==> src/rtl/intr_pend_arb.sv <==
// Interrupt pending capture and fixed-priority arbiter with an IDLE/REQ/SERV handshake to the core.
// Define INTR_EDGE_TRIG_EN for edge-triggered capture; the default build is level-sensitive.
module intr_pend_arb #(
  parameter int NUM_INTR = 128,
  parameter int ID_W     = 7
) (
  input  logic                clk,
  input  logic                resetn,
  input  logic [NUM_INTR-1:0] intr_bundle_i,
  input  logic                global_ie_i,
  input  logic                irq_ack_i,
  input  logic                irq_done_i,
  output logic                irq_req_o,
  output logic [ID_W-1:0]     irq_id_o,
  output logic                in_service_o,
  output logic [NUM_INTR-1:0] pending_o
);

  typedef enum logic [1:0] {IDLE, REQ, SERV} state_t;

  state_t              state_reg, state_next;
  logic                req_reg, req_next;
  logic [ID_W-1:0]     id_reg, id_next;
  logic                serv_reg, serv_next;
  logic [NUM_INTR-1:0] sync_q;
  logic [NUM_INTR-1:0] pending;
  logic [ID_W-1:0]     winner;
  logic                any_pending;

  always_ff @(posedge clk or negedge resetn) begin
    if (!resetn) begin
      sync_q <= '0;
    end else begin
      sync_q <= intr_bundle_i;
    end
  end

`ifdef INTR_EDGE_TRIG_EN
  logic [NUM_INTR-1:0] prev_q;
  logic [NUM_INTR-1:0] pending_reg, pending_next;
  logic [NUM_INTR-1:0] clr_mask;

  // A new rising edge on the acked source in the same cycle must survive the clear.
  always_comb begin
    clr_mask = '0;
    if (state_reg == REQ && irq_ack_i) begin
      clr_mask = {{(NUM_INTR-1){1'b0}}, 1'b1} << irq_id_o;
    end
    pending_next = (pending_reg & ~clr_mask) | (sync_q & ~prev_q);
  end

  always_ff @(posedge clk or negedge resetn) begin
    if (!resetn) begin
      prev_q      <= '0;
      pending_reg <= '0;
    end else begin
      prev_q      <= sync_q;
      pending_reg <= pending_next;
    end
  end

  assign pending   = pending_reg;
  assign pending_o = pending_reg;
`else
  // Level mode: the synchronised line is the pending bit; the source must deassert itself.
  assign pending   = sync_q;
  assign pending_o = sync_q;
`endif

  always_comb begin
    winner      = '0;
    any_pending = |pending;
    for (int i = NUM_INTR - 1; i >= 0; i--) begin
      if (pending[i]) begin
        winner = ID_W'(i);
      end
    end
  end

  always_ff @(posedge clk or negedge resetn) begin
    if (!resetn) begin
      state_reg <= IDLE;
      req_reg   <= 1'b0;
      id_reg    <= '0;
      serv_reg  <= 1'b0;
    end else begin
      state_reg <= state_next;
      req_reg   <= req_next;
      id_reg    <= id_next;
      serv_reg  <= serv_next;
    end
  end

  // The ID is only loaded on IDLE->REQ, so it stays frozen in REQ/SERV and holds in IDLE.
  always_comb begin
    state_next = state_reg;
    req_next   = req_reg;
    id_next    = id_reg;
    serv_next  = serv_reg;
    case (state_reg)
      IDLE: begin
        if (global_ie_i && any_pending) begin
          state_next = REQ;
          req_next   = 1'b1;
          id_next    = winner;
        end
      end
      REQ: begin
        if (irq_ack_i) begin
          state_next = SERV;
          req_next   = 1'b0;
          serv_next  = 1'b1;
        end else if (!global_ie_i) begin
          state_next = IDLE;
          req_next   = 1'b0;
        end
      end
      SERV: begin
        if (irq_done_i) begin
          state_next = IDLE;
          serv_next  = 1'b0;
        end
      end
      default: begin
        state_next = IDLE;
        req_next   = 1'b0;
        serv_next  = 1'b0;
      end
    endcase
  end

  assign irq_req_o    = req_reg;
  assign irq_id_o     = id_reg;
  assign in_service_o = serv_reg;

endmodule
==> config.mk <==
export PLATFORM = sky130hd
export DESIGN_NAME = intr_pend_arb
export DESIGN_NICKNAME = d
export VERILOG_FILES = /design/src/rtl/intr_pend_arb.sv
export SDC_FILE = /design/constraint.sdc
export NUM_CORES = 1
export LEC_CHECK = 0
export CORE_MARGIN = 3
export CORE_UTILIZATION = 44
export CTS_CLUSTER_DIAMETER = 80
export DETAILED_ROUTE_END_ITERATION = 10
export GPL_TIMING_DRIVEN = 1
export PLACE_DENSITY = 0.85
export SETUP_SLACK_MARGIN = 0.2
export SLEW_MARGIN = 5
export SYNTH_ARGS = -nofsm -noshare
export SYNTH_HDL_FRONTEND = slang
export SYNTH_SLANG_ARGS = --single-unit
==> constraint.sdc <==
create_clock -name clk -period 3.35 [get_ports clk]
set_input_delay 0.335 -clock clk [delete_from_list [all_inputs] [get_ports clk]]
set_output_delay 0.335 -clock clk [all_outputs]
set_load 0.03 [all_outputs]
==> results.md <==
- CTS tree: done
- Final hold violation count: 0
- Remaining DRCs: 0
- Largest net degree at the start of global routing: 73
- Register area share after synthesis: 63.8%
- Mapped Avg Cell Area: 11.7 µm²
- Synth warn: 0
- Num CTS Buffers: 17
- Hold WC Path Type: in -> reg
- Clock network fraction of design power: 40.1%
- Worst slew pin tran: 0.757 ns
- Reg clk slew, reported paths: 0.06 ns
- CTS Buffer Depth: 2
- Net Sw Power: 1.15 mW
- Initial DRC Count: 527
- Via-to-Cell Ratio: 5.66
- Max Cap Violations: 0
- LEAKAGE: 3.57 nW
- Synth area leaders: dfrtp_1, nor2_1, a21oi_1
- Vias: 5290
- Layout fillers: 787
- Share of layout cells above drive strength 1: 6.14%
- Sequential power share: 43.7%
- Critical Path RT: 3.69 ns
- Peak VDD IR: 0.305 mV
- Drt total wl: 19.6 mm
- Post-layout nets: 888
- Clk_lat worst skew: 0.41 ns
- Top-area cell type share of the netlist area: 63.8%
- Fin Hold WS: 0.358 ns
- Sink Count: 139
- Critical Path AT: 2.86 ns
- Power share of the combinational group: 16.2%
- N_diodes: 0
- Antenna-violating nets left: 0
- Pwr dens: 488 nW/µm²
- Outcome: finished, final reports clean
- Final worst path period share: 75.1%
- Setup crit start kind: flop
- Cell Int Power: 3.20 mW
- CTS H-Tree Depth: 4
- RSZ-0062 raised after global routing: no
- Post-synthesis cell count: 467
- Final Skew: 0.00537 ns
- Final Wtd Congestion: 0.863
- FMAX: 0.397 GHz
- Clock root cell: clkbuf_16
- # rows: 40
- CP Class: reg -> reg
- Tmin final: 2.52 ns
- First-pass GRT wire length: 30.7 mm
- Vias in the first global route: 5522
- Die Width: 117 µm
- Drt pass-1 iters: 5
- Final Non-Filler Cells: 934
- Die height: 117 µm
- GRT overflow: 0
- Synthesized area: 5450 µm²
- Number of flip-flops in the largest register: 128
- PortBufs: 269
- Synth Net Count: 600
- Switch share: 26.5%
- Final HPWL DP: 15.1 mm
- Final setup vio count: 0
- P&R area growth vs syn: 63.5%
- Die area: 13800 µm²
- CP endpoint kind: flop
- Max-slew headroom: 48.9%
- Routed wire length per instance: 21.0 µm
- Placed Instances: 903
- Total Routing Usage GR: 28.6%
- Seq cells post-synth: 139
- Max Slew Vio Count: 0
- Setup_tns: 0 ns
- Core ar.: 12100 µm²
- Top Ports: 270
- Initial antenna violation count: 0
- Leading area contributor after synthesis: dfrtp_1
- Synth unique cells: 53
- Initial Util: 45.2%
- CP Max Fanout: 12
[stage by stage]
| step | worst slack, ns | area (µm²) | total power [mW] | utilization, % |
|---|---|---|---|---|
| 6_report | 0.834 | 8920 | 4.35 | 74.0 |
| 5_1_grt | 0.623 | 8920 | 4.50 | 74.0 |
| 4_1_cts | 0.808 | 8920 | 4.38 | 74.0 |
| 3_5_place_dp | 0.844 | 8360 | 2.63 | 69.3 |
| 3_3_place_gp | 0.873 | 8360 | 2.61 | 69.3 |
| 2_1_floorplan | 1.02 | 5450 | 2.18 | - |
[power groups by stage]
stage               logic, mW  clock network [mW]  registers (mW)
floorplan               0.107                   0            2.08
global placement        0.695                   0            1.91
detailed placement      0.704                   0            1.92
CTS                     0.711                1.77            1.90
global route            0.742                1.85            1.92
finish                  0.707                1.74            1.90
[layout make-up]
type / instances / area (µm²) / area share, %
clock buffers: 23 / 488 / 5.47
flip-flops and latches: 139 / 3480 / 39.0
multi-input cells: 301 / 1860 / 20.8
repair buffers: 271 / 2720 / 30.5
well taps: 168 / 210 / 2.36
clock inverters: 7 / 66.3 / 0.743
inverters: 25 / 93.8 / 1.05
[synthesized netlist by cell type, drive strengths merged]
library cell and number:
and4 2, nand2b 8, mux2 1, inv 25
nand4bb 1, a21oi 32, a221oi 1, o31ai 14
and4b 1, o32ai 1, a2111oi 3, nand3 5
nor4b 3, a21boi 1, nor3 28, nor4 26
and3 1, o311a 1, o21ai 19, o41ai 2
o211ai 5, or2 1, and2 1, nand2 20
nor2 50, o311ai 4, o22ai 1, or4 25
a31oi 5, nor2b 6, a311oi 2, a211oi 4
nor3b 2, o21bai 4, o21a 2, nand4 7
o31a 4, o211a 1, buf 2, o22a 1
a22o 1, a31o 1, dfrtp 139, or3 4
[logic make-up (layout without fill, tap and decap cells)]
| group | count (synthesis) | after routing | share of synthesized area (%) |
|---|---|---|---|
| AO/OA/AOI/OAI | 109 | 109 | 13.1 |
| buffers and inverters | 27 | 326 | 2.13 |
| flip-flops | 139 | 139 | 63.8 |
| multiplexers | 1 | 1 | 0.206 |
| AND/OR/NAND/NOR | 191 | 191 | 20.8 |
[layer usage]
metal  vias to the layer above  part of all wire [%]  GRT usage, %
li1                       2333                     -             -
met1                      2571                    38          34.7
met2                       325                    50          48.4
met3                        61                   8.2          7.91
met4                         0                   4.0          12.1
met5                         -                     0             0
[critical path, cell delays in order, from the launching register on]
cell and delay, ns:
dfrtp_1 0.43, or4_1 0.62, nor4_1 0.39, and4_4 0.31
nand4_4 0.11, nand2_4 0.17, mux2_1 0.34, nor2_1 0.08
[worst paths after layout]
path                       slack (ns)        endpoint          startpoint  cells past startpoint
setup / recovery                 0.83     irq_id_o[0]       pending_o[27]                      7
hold / removal                   0.36  pending_o[116]  intr_bundle_i[116]                      1
setup reg to reg                 0.83     irq_id_o[0]       pending_o[27]                      7
hold reg to reg                  0.46    in_service_o        state_reg[1]                      1
max in group asynchronous        1.99   pending_o[13]              resetn                      3
min in group asynchronous        0.50    pending_o[8]              resetn                      2
[cells in the final DEF (no fill, tap or decap), types with 5 or more instances in the layout]
master / netlist / layout
a21oi_1: 32 / 32
a31oi_1: 5 / 5
clkbuf_16: 0 / 17
clkdlybuf4s50_1: 0 / 268
dfrtp_1: 139 / 139
inv_1: 25 / 25
nand2_1: 19 / 19
nand2b_1: 8 / 8
nand3_1: 5 / 5
nand4_1: 6 / 6
nor2_1: 50 / 50
nor2b_1: 6 / 6
nor3_1: 28 / 28
nor4_1: 24 / 24
o211ai_1: 5 / 5
o21ai_0: 18 / 18
o31ai_1: 14 / 14
or4_1: 18 / 18
or4_4: 7 / 7
[repair_timing]
action                    CTS  global route
resized for setup           0             0
buffers inserted            0             0
hold endpoints to repair   71             0
hold buffers                1             0
(Power assumes the default switching activity.)
